===== src/rtl/uart_tx_frame.sv =====
// UART transmitter: internal baud divider, transmit FIFO, configurable data/parity/stop bits.
// Line outputs are registered from FSM state, so the line trails the state by one clock.
module uart_tx_frame #(
  parameter int unsigned DATA_BITS = 8,
  parameter int unsigned PARITY    = 0,
  parameter int unsigned STOP_BITS = 1,
  parameter int unsigned CLK_DIV   = 434,
  parameter int unsigned FIFO_AW   = 3
) (
  input  logic                 clk,
  input  logic                 rst,
  input  logic [DATA_BITS-1:0] tx_data,
  input  logic                 tx_valid,
  output logic                 tx_ready,
  output logic                 tx,
  output logic                 tx_busy,
  output logic                 tx_done,
  output logic [FIFO_AW:0]     fifo_level
);

  localparam int unsigned DEPTH = 1 << FIFO_AW;
  localparam int unsigned LW    = FIFO_AW + 1;
  localparam int unsigned CW    = (CLK_DIV > 1) ? $clog2(CLK_DIV) : 1;
  localparam int unsigned BW    = 4;

  typedef enum logic [2:0] {S_IDLE, S_START, S_DATA, S_PAR, S_STOP} state_t;

  state_t               state, state_d;
  logic [CW-1:0]        cnt, cnt_d;
  logic [BW-1:0]        bit_cnt, bit_cnt_d;
  logic [DATA_BITS-1:0] shift, shift_d;
  logic                 par_bit, par_bit_d;
  logic                 tx_d, busy_d;
  logic                 fin, fin_d;
  logic                 pop, push, bit_end;

  logic [DATA_BITS-1:0] mem [DEPTH];
  logic [FIFO_AW-1:0]   wr_ptr, rd_ptr;
  logic [DATA_BITS-1:0] head;

  assign tx_ready = (fifo_level != LW'(DEPTH)) && !rst;
  assign push     = tx_valid && tx_ready;
  assign head     = mem[rd_ptr];
  assign bit_end  = (cnt == CW'(CLK_DIV - 1));

  // FIFO pointers and occupancy
  always_ff @(posedge clk) begin
    if (rst) begin
      wr_ptr     <= '0;
      rd_ptr     <= '0;
      fifo_level <= '0;
    end else begin
      if (push) wr_ptr <= wr_ptr + 1'b1;
      if (pop)  rd_ptr <= rd_ptr + 1'b1;
      case ({push, pop})
        2'b10:   fifo_level <= fifo_level + 1'b1;
        2'b01:   fifo_level <= fifo_level - 1'b1;
        default: fifo_level <= fifo_level;
      endcase
    end
  end

  always_ff @(posedge clk) begin
    if (push) mem[wr_ptr] <= tx_data;
  end

  // State and line registers
  always_ff @(posedge clk) begin
    if (rst) begin
      state   <= S_IDLE;
      cnt     <= '0;
      bit_cnt <= '0;
      shift   <= '0;
      par_bit <= 1'b0;
      fin     <= 1'b0;
      tx      <= 1'b1;
      tx_busy <= 1'b0;
      tx_done <= 1'b0;
    end else begin
      state   <= state_d;
      cnt     <= cnt_d;
      bit_cnt <= bit_cnt_d;
      shift   <= shift_d;
      par_bit <= par_bit_d;
      fin     <= fin_d;
      tx      <= tx_d;
      tx_busy <= busy_d;
      tx_done <= fin;
    end
  end

  // Next state, bit sequencing and FIFO pop
  always_comb begin
    state_d   = state;
    cnt_d     = cnt;
    bit_cnt_d = bit_cnt;
    shift_d   = shift;
    par_bit_d = par_bit;
    fin_d     = 1'b0;
    pop       = 1'b0;
    tx_d      = 1'b1;
    busy_d    = (state != S_IDLE);

    if (state != S_IDLE) cnt_d = bit_end ? '0 : cnt + 1'b1;

    unique case (state)
      S_IDLE: begin
        if (fifo_level != '0) pop = 1'b1;
      end
      S_START: begin
        tx_d = 1'b0;
        if (bit_end) begin
          state_d   = S_DATA;
          bit_cnt_d = '0;
        end
      end
      S_DATA: begin
        tx_d = shift[0];
        if (bit_end) begin
          shift_d = shift >> 1;
          if (bit_cnt == BW'(DATA_BITS - 1)) begin
            bit_cnt_d = '0;
            state_d   = (PARITY != 0) ? S_PAR : S_STOP;
          end else begin
            bit_cnt_d = bit_cnt + 1'b1;
          end
        end
      end
      S_PAR: begin
        tx_d = par_bit;
        if (bit_end) begin
          state_d   = S_STOP;
          bit_cnt_d = '0;
        end
      end
      S_STOP: begin
        tx_d = 1'b1;
        if (bit_end) begin
          if (bit_cnt == BW'(STOP_BITS - 1)) begin
            fin_d = 1'b1;
            if (fifo_level != '0) pop = 1'b1;
            else                  state_d = S_IDLE;
          end else begin
            bit_cnt_d = bit_cnt + 1'b1;
          end
        end
      end
      default: state_d = S_IDLE;
    endcase

    // A pop always launches a fresh frame from the head word
    if (pop) begin
      shift_d   = head;
      par_bit_d = (PARITY == 1) ? ~^head : ^head;
      cnt_d     = '0;
      state_d   = S_START;
    end
  end

endmodule


===== config.mk =====
export PLATFORM = sky130hd
export DESIGN_NAME = uart_tx_frame
export DESIGN_NICKNAME = d
export VERILOG_FILES = /design/src/rtl/uart_tx_frame.sv
export SDC_FILE = /design/constraint.sdc
export NUM_CORES = 1
export LEC_CHECK = 0
export CAP_MARGIN = 20
export CORE_UTILIZATION = 35
export DETAILED_ROUTE_END_ITERATION = 10
export GPL_TIMING_DRIVEN = 0
export PLACE_DENSITY = 0.51
export SLEW_MARGIN = 20
export SYNTH_ARGS = -nofsm -noshare
export SYNTH_HDL_FRONTEND = slang
export SYNTH_SLANG_ARGS = --single-unit

===== constraint.sdc =====
create_clock -name clk -period 8.4 [get_ports clk]
set_clock_uncertainty 0.1 [all_clocks]
set_input_delay 1.26 -clock clk [delete_from_list [all_inputs] [get_ports clk]]
set_output_delay 1.26 -clock clk [all_outputs]
set_load 0.03 [all_outputs]

==> flow_metrics.env, run 1 <==
export IMPL_status="completed"
export IMPL_yosys_area_top_type="edfxtp_1"
export IMPL_wl_um=9630
export IMPL_cts_root_buf="clkbuf_16"
export IMPL_p_total_uw=1540
export IMPL_critical_path_required_ps=8590
export IMPL_post_route_drc_count=0
export IMPL_yosys_area_share_adder_pct=2.03
export IMPL_die_y_um=121
export IMPL_min_period_ps=3930
export IMPL_syn_num_nets=404
export IMPL_min_delay_path_class="register to register"
export IMPL_syn_to_final_growth_pct=15.4
export IMPL_ys_flop_type="edfxtp_1"
export IMPL_tritoncts="done"
export IMPL_fp_dieArea_sq_um=14500
export IMPL_final_nets=438
export IMPL_stdcell_count=600
export IMPL_netlist_area_sq_um=4920
export IMPL_layout_commonest_cell="edfxtp_1"
export IMPL_critPathArrivalTime_ps=4110
export IMPL_crit_chain="clkdlybuf4s50_1 -> or2b_2 -> a21oi_2 -> inv_1 -> ha_1 -> xor2_1 -> ha_1 -> o21a_1 -> or4_1 -> a21oi_1"
export IMPL_synth_simple_area_share_pct=10.8
export IMPL_synth_cell_type_count=53
export IMPL_layout_drive_gt1_share_pct=16.5
export IMPL_diodes=0
export IMPL_drv_cap=0
export IMPL_post_cts_buffers=0
export IMPL_rsz0062_at_grt="no"
export IMPL_placed_cells=584
export IMPL_p_leak_uw=0.00184
export IMPL_synth_xor_area_share_pct=7.65
export IMPL_final_max_slew_viol_count=0
export IMPL_grt_antenna_before_repair=0
export IMPL_cts_buffers_inserted=9
export IMPL_slowest_delay_ps=450
export IMPL_hold_viol_final=0
export IMPL_cpMaxStageDelayCell="clkdlybuf4s50_1"
export IMPL_cts_resized=0
export IMPL_routedWlPerCell_um=16.0
export IMPL_clock_fmax_mhz=255
export IMPL_syn_avg_cell_area_sq_um=12.8
export IMPL_holdWs_ps=335
export IMPL_muxShareOfSynthArea_pct=12.6
export IMPL_yosys_top_cells_area="edfxtp_1 39%, dfxtp_1 17%, mux4_2 7.3%"
export IMPL_start_kind="input port"
export IMPL_setup_worst_path_class="input port to register"
export IMPL_seq_area_frac_synth_pct=56.1
export IMPL_final_cell_mix="64 x edfxtp_1, 42 x dfxtp_1, 36 x nor2_1"
export IMPL_path_clk_slew_ps=70
export IMPL_clkLatencyLatePin_ps=350
export IMPL_placed_area_sq_um=5390
export IMPL_synth_top_area_share_pct=39.1
export IMPL_io_buffers=17
export IMPL_final_period_utilization_pct=46.7
export IMPL_core_area_sq_um=13500
export IMPL_io_pins=19
export IMPL_async_reset_ff_share_pct=0
export IMPL_postRouteAntennaNets=0
export IMPL_globalplace_congestion=0.753
export IMPL_grt_pass1_wl_um=15400
export IMPL_critPathMaxFanout=8
export IMPL_die_w_um=121
export IMPL_vias_per_cell=4.97
export IMPL_first_pass_iters=6
export IMPL_grt_overflow=0
export IMPL_crit_path_frequent_cell="ha_1"
export IMPL_setup_tns_ps=0
export IMPL_cts_hold_fix_buffers=0
export IMPL_ys_warn_count=0
export IMPL_dr_first_iter_drc_count=208
export IMPL_dpl_hpwl_um=6970
export IMPL_final_area_sq_um=5680
export IMPL_setup_viol=0
export IMPL_start_util_pct=36.6
export IMPL_clk_path_buf_depth=2
export IMPL_ir_drop_uv=130
export IMPL_clock_sinks=106
export IMPL_p_per_area_nw_per_um2=271
export IMPL_via_count=2983
export IMPL_ys_seq_elements=106
export IMPL_synth_compound_area_share_pct=7.73
export IMPL_grt_start_max_net_pins=19
export IMPL_synth_edf_count=64
export IMPL_synth_top_family_by_area="multiplexers"
export IMPL_h_tree_depth=3
export IMPL_crit_path_end_kind="register"
export IMPL_relSlewSlack_pct=38.6
export IMPL_worst_slew_pin_transition_ps=918
export IMPL_grt_pass1_vias=2910
export IMPL_groute_usage_overall_pct=14.3
export IMPL_synthCells=385
export IMPL_rows=42
## state kept, by name, summed over array words and instances (netlist names), named ones only
name,count
state,3
tx_busy,1
wr_ptr,3
rd_ptr,3
tx,1
fifo_level,4
par_bit,1
tx_done,1
cnt,9
fin,1
shift,8
bit_cnt,4
mem,64
## path summary, 6_finish.rpt
kind	slack (ps)	cells past startpoint	from	to
worst min register to register	330	1	fin	tx_done
worst min-delay path	330	1	fin	tx_done
worst max register to register	4670	11	bit_cnt[2]	fifo_level[2]
worst max-delay path	4470	10	tx_valid	fifo_level[2]
## power by group
part / switching, uW / leakage (uW) / internal [uW]
clock: 191 / 0.000141 / 221
sequential: 39.4 / 0.000920 / 604
combinational: 270 / 0.000780 / 216
total: 500 / 0.00184 / 1040
## critical path, delay by kind of cell
kind	cells	cell delay (ps)
AOI/OAI and AO/OA	3	750
xor gates and xnor gates	1	170
adders and majority gates	2	540
buffers and inverters	2	720
and+or+nand+nor	2	680
## synth_stat cells, drive strengths merged, types with 10 or more instances
master  number
mux4        16
xnor2       17
nor2        36
nand2       21
inv         10
mux2i       18
edfxtp      64
dfxtp       42
xor2        26
nor3        10
a21oi       18
## cell type report
type	instances	area [sq um]
Buffer	18	111
Clock buffer	11	253
Clock inverter	5	41.3
Fill cell	1307	7770
Inverter	10	37.5
Multi-Input combinational cell	251	2040
Sequential cell	106	2760
Tap cell	176	220
Timing Repair Buffer	23	213
## cells by family (layout without fill, tap and decap cells)
logic type / Yosys count / in the layout
AO/OA/AOI/OAI: 55 / 55
XOR/XNOR: 43 / 43
adder cells (fa/ha/maj): 8 / 8
buffers and inverters: 28 / 67
flip-flops: 106 / 106
multiplexers: 41 / 41
AND/OR/NAND/NOR: 104 / 104
## metrics by stage
| step | utilization [%] | setup slack [ps] |
|---|---|---|
| final | 42.2 | 4470 |
| after global routing | 42.2 | 4310 |
| after CTS | 42.2 | 4490 |
| after detailed placement | 40.0 | 4110 |
| after global placement | 39.5 | 3540 |
| after floorplan | - | 4780 |
## per-layer routing
metal	GRT usage, %	part of all wire (%)	up-vias
met3	3.82	3.5	13
met5	0	0	-
li1	-	-	1490
met2	23.7	49	39
met4	4.86	1.6	0
met1	18.1	46	1441
Power figures use the tool's default switching activity.
==> run 2: changes to the inputs <==
- clock period: 8.4 -> 4 ns (I/O delays scaled with it)
==> results of run 2 <==
The final DEF is identical to that of run 1. Status: completed.
Among the figures that moved: setup slack after placement 4110 ps -> 270 ps; setup slack after layout 4470 ps -> 268 ps; start point of the critical path tx_valid -> bit_cnt[2]; register-to-register setup slack 4670 ps -> 270 ps; total power 1540 uW -> 3240 uW; worst IR drop on VDD 130 uV -> 274 uV
==> run 3: changes to the inputs <==
- RECOVER_POWER: not set -> 50
==> flow_metrics.env, run 3 (synthesis gave the netlist of run 1 again) <==
export IMPL_final_nets=438
export IMPL_hold_viol_final=0
export IMPL_die_w_um=121
export IMPL_clock_sinks=106
export IMPL_final_max_slew_viol_count=0
export IMPL_cts_resized=0
export IMPL_stdcell_count=600
export IMPL_cts_buffers_inserted=9
export IMPL_min_period_ps=3740
export IMPL_rows=42
export IMPL_layout_commonest_cell="edfxtp_1"
export IMPL_crit_path_end_kind="register"
export IMPL_post_route_drc_count=0
export IMPL_start_util_pct=36.6
export IMPL_grt_pass1_vias=2910
export IMPL_drv_cap=0
export IMPL_setup_worst_path_class="register to register"
export IMPL_relSlewSlack_pct=38.2
export IMPL_routedWlPerCell_um=16.0
export IMPL_clk_path_buf_depth=2
export IMPL_largest_reg_flops=64
export IMPL_final_util_pct=42.0
export IMPL_critPathArrivalTime_ps=3920
export IMPL_dpl_hpwl_um=6970
export IMPL_layout_drive_gt1_share_pct=15.3
export IMPL_diodes=0
export IMPL_final_cell_mix="64 x edfxtp_1, 42 x dfxtp_1, 36 x nor2_1"
export IMPL_dr_first_iter_drc_count=238
export IMPL_io_buffers=17
export IMPL_p_leak_uw=0.00184
export IMPL_clock_fmax_mhz=267
export IMPL_postRouteAntennaNets=0
export IMPL_setup_viol=0
export IMPL_ir_drop_uv=273
export IMPL_status="completed"
export IMPL_path_clk_slew_ps=70
export IMPL_grt_antenna_before_repair=0
export IMPL_vias_per_cell=4.97
export IMPL_top_register="mem"
export IMPL_worst_slew_pin_transition_ps=923
export IMPL_tritoncts="done"
export IMPL_clkLatencyLatePin_ps=350
export IMPL_core_area_sq_um=13500
export IMPL_syn_to_final_growth_pct=14.8
export IMPL_placed_cells=584
export IMPL_first_pass_iters=4
export IMPL_cts_root_buf="clkbuf_16"
export IMPL_min_delay_path_class="register to register"
export IMPL_critical_path_required_ps=4180
export IMPL_grt_pass1_wl_um=15400
export IMPL_fp_dieArea_sq_um=14500
export IMPL_h_tree_depth=3
export IMPL_groute_usage_overall_pct=14.3
export IMPL_cts_hold_fix_buffers=0
export IMPL_grt_overflow=0
export IMPL_via_count=2983
export IMPL_start_kind="register"
export IMPL_grt_start_max_net_pins=19
export IMPL_reg_top3="mem (64), cnt (9), shift (8)"
export IMPL_wl_um=9620
export IMPL_die_y_um=121
export IMPL_rsz0062_at_grt="no"
export IMPL_io_pins=19
export IMPL_final_period_utilization_pct=93.5
export IMPL_globalplace_congestion=0.753
export IMPL_critPathMaxFanout=10
export IMPL_post_cts_buffers=0
export IMPL_p_per_area_nw_per_um2=569
[run 3: cell count changes in the layout (fill, tap and decap cells not counted), sizes merged]
cell | before | now
clkdlybuf4s50 | 17 | 2
dlygate4sd3 | 0 | 15
buf | 15 | 13
clkbuf | 20 | 22
[run 3: final cells by class]
type | instances | area (sq um)
plain buffers | 18 | 90.1
clock buffers | 11 | 253
fillers | 1310 | 7800
multi-input cells | 251 | 2030
flip-flops and latches | 106 | 2760
repair buffers | 23 | 213
clock inverters | 5 | 41.3
inverters | 10 | 37.5
well taps | 176 | 220
[run 3: stage by stage]
stage,hold slack (ps),total power (uW),setup TNS (ps),setup slack [ps],instance area [sq um]
after floorplan,314,2140,0,635,4920
after CTS,337,3260,0,251,5680
final,335,3220,0,261,5650
after global routing,365,3400,0,26.6,5650
after global placement,320,2380,-1600,-200,5310
after detailed placement,320,2400,0,270,5390
[run 3: worst paths after layout]
path	startpoint	endpoint	slack, ps	cells after the start
worst max-delay path	bit_cnt[2]	fifo_level[2]	260	11
worst min-delay path	fin	tx_done	340	1
worst max register to register	bit_cnt[2]	fifo_level[2]	260	11
worst min register to register	fin	tx_done	340	1
[run 3: power by group]
group,total [uW],internal (uW),switching (uW)
Clock,860,463,396
Sequential,1350,1270,81.3
Combinational,1010,445,564
[run 3: layer usage]
layer  track usage (%)  vias to the layer above  part of all wire, %
li1                  -                     1490                    -
met1              18.1                     1439                   46
met2              23.7                       43                   49
met3              3.82                       11                  3.6
met4              4.86                        0                  1.4
met5                 0                        -                    0
[run 3: critical path, cell delays in order, from the launching register on]
cell	delay (ps)
dfxtp_1	380
or4_4	560
or4_4	480
a21oi_1	240
buf_2	270
buf_2	280
ha_1	320
xor2_1	100
ha_1	210
o21a_1	200
or4_1	390
a21oi_1	140
